### src/rtl/penta_serial_sub.sv
// Serial base-5 subtractor, LSD first, one digit pair per transfer.
// Single output register with valid/ready; sticky frame error and overflow.
module penta_serial_sub #(
  parameter int MAX_DIGITS = 8
) (
  input  logic       clk,
  input  logic       rst_n,
  input  logic       in_valid,
  output logic       in_ready,
  input  logic [2:0] a_dig,
  input  logic [2:0] b_dig,
  input  logic       in_last,
  output logic       out_valid,
  input  logic       out_ready,
  output logic [2:0] diff_dig,
  output logic       out_last,
  output logic       out_bout,
  output logic       out_err
);

  localparam int CW = $clog2(MAX_DIGITS + 1);
  localparam logic [CW-1:0] MAXC = CW'(MAX_DIGITS);

  typedef enum logic {
    IDLE,
    MID
  } state_t;

  state_t          r_state;
  state_t          w_state_nx;
  logic            r_borrow;
  logic [CW-1:0]   r_cnt;
  logic            r_err;

  logic            r_out_valid;
  logic [2:0]      r_diff;
  logic            r_last;
  logic            r_bout;
  logic            r_oerr;

  logic            w_fire;
  logic            w_bad;
  logic            w_bin;
  logic [CW-1:0]   w_cnt_cur;
  logic [CW-1:0]   w_cnt_nx;
  logic            w_max;
  logic            w_final;
  logic            w_ovf;
  logic            w_err;
  logic signed [4:0] w_t;
  logic [4:0]      w_tp5;
  logic [2:0]      w_diff;
  logic            w_nb;

  assign in_ready  = !r_out_valid || out_ready;
  assign w_fire    = in_valid && in_ready;

  // IDLE implies a clean frame start regardless of leftover registers
  assign w_bin     = (r_state == MID) ? r_borrow : 1'b0;
  assign w_cnt_cur = (r_state == MID) ? r_cnt : '0;
  assign w_cnt_nx  = w_cnt_cur + CW'(1);
  assign w_max     = (w_cnt_nx == MAXC);
  assign w_final   = in_last || w_max;
  assign w_ovf     = w_max && !in_last;

  assign w_bad = (a_dig > 3'd4) || (b_dig > 3'd4);
  assign w_t   = $signed({2'b00, a_dig})
               - $signed({2'b00, b_dig})
               - $signed({4'b0000, w_bin});
  assign w_tp5 = w_t + 5'sd5;

  // Digit arithmetic; invalid digits yield zero with no borrow
  always_comb begin
    w_diff = w_t[2:0];
    w_nb   = 1'b0;
    if (w_bad) begin
      w_diff = 3'd0;
      w_nb   = 1'b0;
    end else if (w_t < 0) begin
      w_diff = w_tp5[2:0];
      w_nb   = 1'b1;
    end
  end

  assign w_err = r_err || w_bad || w_ovf;

  // FSM state register
  always_ff @(posedge clk or negedge rst_n) begin
    if (!rst_n) r_state <= IDLE;
    else        r_state <= w_state_nx;
  end

  // FSM next state: the final digit always closes the frame
  always_comb begin
    w_state_nx = r_state;
    if (w_fire) begin
      if (w_final) w_state_nx = IDLE;
      else         w_state_nx = MID;
    end
  end

  // Frame context: borrow, digit count, sticky error
  always_ff @(posedge clk or negedge rst_n) begin
    if (!rst_n) begin
      r_borrow <= 1'b0;
      r_cnt    <= '0;
      r_err    <= 1'b0;
    end else if (w_fire) begin
      if (w_final) begin
        r_borrow <= 1'b0;
        r_cnt    <= '0;
        r_err    <= 1'b0;
      end else begin
        r_borrow <= w_nb;
        r_cnt    <= w_cnt_nx;
        r_err    <= w_err;
      end
    end
  end

  // Output register: load on accept, drop valid on bare drain
  always_ff @(posedge clk or negedge rst_n) begin
    if (!rst_n) begin
      r_out_valid <= 1'b0;
      r_diff      <= 3'd0;
      r_last      <= 1'b0;
      r_bout      <= 1'b0;
      r_oerr      <= 1'b0;
    end else if (w_fire) begin
      r_out_valid <= 1'b1;
      r_diff      <= w_diff;
      r_last      <= w_final;
      r_bout      <= w_final && w_nb;
      r_oerr      <= w_err;
    end else if (out_ready) begin
      r_out_valid <= 1'b0;
    end
  end

  assign out_valid = r_out_valid;
  assign diff_dig  = r_diff;
  assign out_last  = r_last;
  assign out_bout  = r_bout;
  assign out_err   = r_oerr;

endmodule

### config.mk
export PLATFORM = sky130hd
export DESIGN_NAME = penta_serial_sub
export DESIGN_NICKNAME = d
export VERILOG_FILES = /design/src/rtl/penta_serial_sub.sv
export SDC_FILE = /design/constraint.sdc
export NUM_CORES = 1
export LEC_CHECK = 0
export BUFFER_PORTS_ARGS = -buffer_cell sky130_fd_sc_hd__buf_2
export CAP_MARGIN = 20
export CORE_MARGIN = 10
export CORE_UTILIZATION = 44
export DETAILED_ROUTE_END_ITERATION = 10
export PLACE_DENSITY = 0.66
export SETUP_SLACK_MARGIN = 0.2
export SLEW_MARGIN = 30
export SYNTH_ARGS = -nofsm -noshare
export SYNTH_HDL_FRONTEND = slang
export SYNTH_SLANG_ARGS = --single-unit
### constraint.sdc
create_clock -name clk -period 2.11 [get_ports clk]
set_input_delay 0.211 -clock clk [delete_from_list [all_inputs] [get_ports clk]]
set_output_delay 0.211 -clock clk [all_outputs]
set_load 0.005 [all_outputs]
== Yosys cells after proc, flatten, opt, wreduce, memory -nomap -nowiden ==
Index checks and enable logic that the tools add are counted.
Word-level totals
  register bits: 14
  logic and storage cells: 40
  input port bits: 11
Operators by class
  reductions and logical operators: 11
  equality and inequality tests: 1
  $add $sub $neg: 4
  muxes and demuxes: 12
  magnitude comparators: 3
Operators with widths (number)
  1-bit two-way mux: 8
  4-bit two-way mux: 2
  3-bit > comparator, second input constant: 2
  3-bit two-way mux: 2
  1-bit logical OR: 5
  5-bit by 1-bit < comparator with 1-bit output, second input constant: 1
  4-bit by 2-bit subtractor with 5-bit output: 1
  4-bit by 1-bit adder with 4-bit output, second input constant: 1
  4-bit == test, second input constant: 1
  3-bit by 3-bit subtractor with 4-bit output: 1
  3-bit adder, second input constant: 1
  1-bit logical AND: 3
  1-bit logical NOT: 2
  2-bit nonzero test: 1

== Depth between registers and ports, before layout ==
  word-level depth: 6
  gate-level depth with buffers: 10

== Worst setup path before layout ==
OpenSTA, ideal clock, no wires.
  path type: in2reg
  start point: in a_dig[0]
  end point: reg r_diff[2] (netlist: diff_dig[2])
  path slack: 71 ps
  arrival: 1913 ps
  stages on the path: 10
  path buffers: 0
  cell sequence: inv_1 -> ha_1 -> inv_1 -> fa_1 -> inv_1 -> ha_1 -> inv_1 -> ha_1 -> or2_1 -> a221o_1
On the way
  longest elaborated chain between the ends: 5
  elaborated cells on any way between the ends: 8
  those cells by class: add/sub: 3; order compare: 2; mux: 2; reduce/logical: 1
Ends and longest elaborated chain
  start: declaration: line 10  | input logic [2:0] a_dig,
  3-bit by 3-bit subtractor with 4-bit output: line 68  | - $signed({2'b00, b_dig})
  4-bit by 2-bit subtractor with 5-bit output: line 69  | - $signed({4'b0000, w_bin});
  5-bit by 1-bit < comparator with 1-bit output / 3-bit adder (equally long branches): line 79, 70
  3-bit two-way mux: line 79  | end else if (w_t < 0) begin
  3-bit two-way mux *: line 76  | if (w_bad) begin
  end signal: assignment: line 131  | r_diff <= w_diff;
  end: declaration: line 36  | logic [2:0] r_diff;
Every way passes the cells marked *; elsewhere a longest branch is shown, timed or not.
A chain may end at the register's enable or synchronous reset.

== Worst setup path after layout ==
  start point: reg r_state
  end point: reg r_diff[2] (netlist: diff_dig[2])
On the way
  longest elaborated chain between the ends: 5
  elaborated cells on any way between the ends: 6
  those cells by class: add/sub: 2; order compare: 1; mux: 3
Ends and longest elaborated chain
  start: declaration: line 29  | state_t r_state;
  start signal: assignment: line 90  | else r_state <= w_state_nx;
  1-bit two-way mux *: line 59  | assign w_bin = (r_state == MID) ? r_borrow : 1'b0;
  4-bit by 2-bit subtractor with 5-bit output *: line 69
  5-bit by 1-bit < comparator with 1-bit output / 3-bit adder (equally long branches): line 79, 70
  3-bit two-way mux *: line 79
  3-bit two-way mux *: line 76
Marks and branches as above.

==> impl_metrics.csv <==
group,metric,value,unit
global_route,gr-usage-all-layers,10.2,%
pwr,power_density_of_the_placed_cells,595,mW/mm^2
setup_path,setup.worst_path.start_class,"register",
setup_path,worstSetupPathType,"register to register",
detailed_routing,met2_length,968,microns
hold_path,timing.hold.worst.class,"input pin to register",
finish,layout.cells.most_common_list,"buf_2 (17), dfrtp_1 (13), nand2_1 (10)",
logic_synthesis,synth_compound_area_share,20.4,%
logic_synthesis,adder_cell_fraction_of_synth_area,13.0,%
detailed_routing,topRoutingLayerUsed,"met4",
logic_synthesis,synth_top_area_cell,"dfrtp_1",
finish,antenna_cells,0,
logic_synthesis,synth_seq_cells,14,
setup_path,path_delay_family,"adder cells",
logic_synthesis,yosys-mux-area-fraction,2.17,%
global_route,globalRoute.totalOverflow,0,
logic_synthesis,syn-instance-count,93,
cts,clock-sinks,14,
logic_synthesis,postSynthAreaPerCell,9.90,sq um
detailed_routing,route.vias.total,743,
floorplan,die-area,0.00432,sq mm
cts,clock_tree.buffer_depth,2,
placed_design,dp.cells,135,
placed_design,place.port_buffers,18,
sta,postLayoutSetupSlackWorst,0.249,ns
sta,setup_tns,0,ns
finish,num-nets-final,136,
global_route,first_global_vias,784,
cts,cts_tree,"done",
detailed_routing,detail_route.first_pass.iterations,4,
logic_synthesis,dominant_combinational_cell_family_by_area_after_synthesis,"compound AO/OA/AOI/OAI gates",
status,status,"finished clean",
setup_path,arrival,2.03,ns
setup_path,crit_path_cell_trace,"and2_1, ha_2, ha_4, inv_2, ha_2, or2_1, a221o_1",
floorplan,std_cell_rows,16,
sta,final-max-slew-violation-count,0,
detailed_routing,vias_per_cell,5.27,
sta,relSlewSlack,64.7,%
sta,fin_worst_skew,0.00947,ns
sta,worst_pin_slew,0.528,ns
logic_synthesis,synth_edf_count,0,
sta,finalWorstPathRequiredPeriod,1.86,ns
finish,regArea,352,sq um
floorplan,die_height,65.8,microns
logic_synthesis,yosys.area_share.simple,15.9,%
finish,combined_area_of_the_multi_input_logic_cells,549,sq um
detailed_routing,wire_per_inst,14.7,microns
setup_path,critical_path.slowest_cell,"dfrtp_2",
logic_synthesis,yosysUniqueCellTypes,35,
detailed_routing,remaining_drc_errors,0,
job,number_of_max_cap_violations,0,
placed_design,post-dp-hpwl,1550,microns
global_route,grt_start_max_net_pins,16,
pwr,p_leak,0.525,nW
global_route,number_of_antenna_violations_at_the_first_check_in_global_routing,0,
logic_synthesis,synth_xor_area_share,4.62,%
setup_path,critical-path-top-cell-by-count,"ha_2",
sta,maximum_achievable_frequency,537,MHz
sta,rsz0062_at_grt,"yes",
logic_synthesis,synth.area.top_cells,"dfrtp_1 (38%), ha_1 (11%), nand2_1 (4.1%)",
logic_synthesis,post-synth-top-area-fraction,38.0,%
finish,layout.cells.most_common,"buf_2",
detailed_routing,routedLengthMet1,956,microns
finish,areaGrowthSynthToFinish,22.1,%
logic_synthesis,postSynthNetCount,113,
floorplan,core_box_area,0.00198,sq mm
placed_design,worst_setup_slack_post_dpl,-0.146,ns
finish,nFillCells,173,
setup_path,timing.critical_path.buf_inv,1,
floorplan,pin_count,19,
detailed_routing,route.antenna.remaining_nets,0,
detailed_routing,met3WireLength,140,microns
floorplan,start_util,46.5,%
setup_path,critPathCaptureType,"register",
detailed_routing,drt_iter0_drc,16,
sta,report.final.setup_viol,0,
setup_path,timing.critical_path.slowest_cell_delay,0.45,ns
sta,final_hold_viol_count,0,
setup_path,crit_fanout,6,
finish,share_of_cells_above_drive_strength_1,34.2,%
cts,cts_max_level,1,
setup_path,cp.required,2.28,ns
logic_synthesis,synth.yosys.seq_area_share,38.0,%
cts,clk-insertion-delay-late,0.27,ns
finish,final_cells,141,
cts,cts.clk_slew.worst_paths,0.09,ns
placed_design,finalWeightedCongestion,0.771,
detailed_routing,final_wirelength,2080,microns
logic_synthesis,synth-warning-count,0,
pwr,peakVddDrop,0.388,mV
logic_synthesis,synthesis.area,921,sq um
sta,timing.final.crit_share,88.2,%
global_route,grt_first_pass_wirelength,3520,microns
logic_synthesis,synthArstFlopShare,100,%
cts,cts_root_buffer,"clkbuf_4",
floorplan,die-width,65.8,microns
logic_synthesis,main_flop_type_after_synthesis,"dfrtp_1",
cts,numCtsBuffers,3,
## final timing paths
path / from / to / slack, ns / depth (start not counted)
hold reg to reg: out_err$_DFFE_PN0P_ / out_err$_DFFE_PN0P_ / 0.48 / 2
hold / removal: in_valid / out_valid$_DFFE_PN0P_ / 0.17 / 2
min in group asynchronous: rst_n / out_valid$_DFFE_PN0P_ / 0.35 / 2
max in group asynchronous: rst_n / r_state$_DFFE_PN0P_ / 1.50 / 2
setup reg to reg: r_state$_DFFE_PN0P_ / diff_dig[2]$_DFFE_PN0P_ / 0.25 / 7
setup / recovery: r_state$_DFFE_PN0P_ / diff_dig[2]$_DFFE_PN0P_ / 0.25 / 7
## cells by family after synthesis
group / after synthesis
fa+ha+maj: 9
buf+inv: 12
xor+xnor: 4
compound gates: 24
mux: 2
flops: 14
simple gates: 28
## report_power, final
part	total (mW)	switching (mW)	internal, mW
Combinational	0.202	0.104	0.0981
Sequential	0.320	0.0202	0.300
Clock	0.147	0.0809	0.0660
Total	0.669	0.205	0.464
## flip-flops by register name, indices dropped and copies added (netlist names)
| register | flops |
|---|---|
| diff_dig | 3 |
| r_borrow | 1 |
| r_cnt | 4 |
| out_err | 1 |
| out_last | 1 |
| r_state | 1 |
| out_bout | 1 |
| r_err | 1 |
| out_valid | 1 |
## through the flow
stage | hold WS (ns) | utilization [%] | power (mW) | instance area (sq um)
3_3_place_gp | 0.123 | 53.1 | 0.505 | 1050
2_1_floorplan | -0.0846 | - | 0.450 | 948
6_report | 0.166 | 56.8 | 0.669 | 1120
3_5_place_dp | 0.134 | 53.1 | 0.511 | 1050
4_1_cts | 0.156 | 55.5 | 0.670 | 1100
5_1_grt | 0.161 | 56.8 | 0.721 | 1120
## synthesized netlist by cell type (2+ instances only)
master and n:
a21oi_1 6, o21ai_0 3, a22o_1 2, nand2b_1 3
ha_1 8, dfrtp_1 14, xnor2_1 3, inv_1 9
and2_1 4, mux2i_1 2, nand2_1 10, o21ai_1 4
nor2_1 3
## area by class of cell
| class | instances | share of cell area, % |
|---|---|---|
| clock buffers | 3 | 2.00 |
| inverters | 9 | 4.12 |
| multi-input cells | 67 | 48.8 |
| well taps | 27 | 3.00 |
| repair buffers | 21 | 10.8 |
| flip-flops and latches | 14 | 31.3 |
## per-layer routing
metal	global-route usage [%]	up-vias
li1	-	368
met1	12.0	357
met2	16.2	16
met3	5.08	2
met4	2.41	0
met5	0	-
## repair_timing
item,4_1_cts,5_1_grt
pin swaps,1,2
setup endpoints to repair,2,4
buffers inserted,1,1
gates resized for setup,4,4
hold buffers,1,0
endpoints found under the hold margin,14,0
Power figures use the tool's default switching activity.
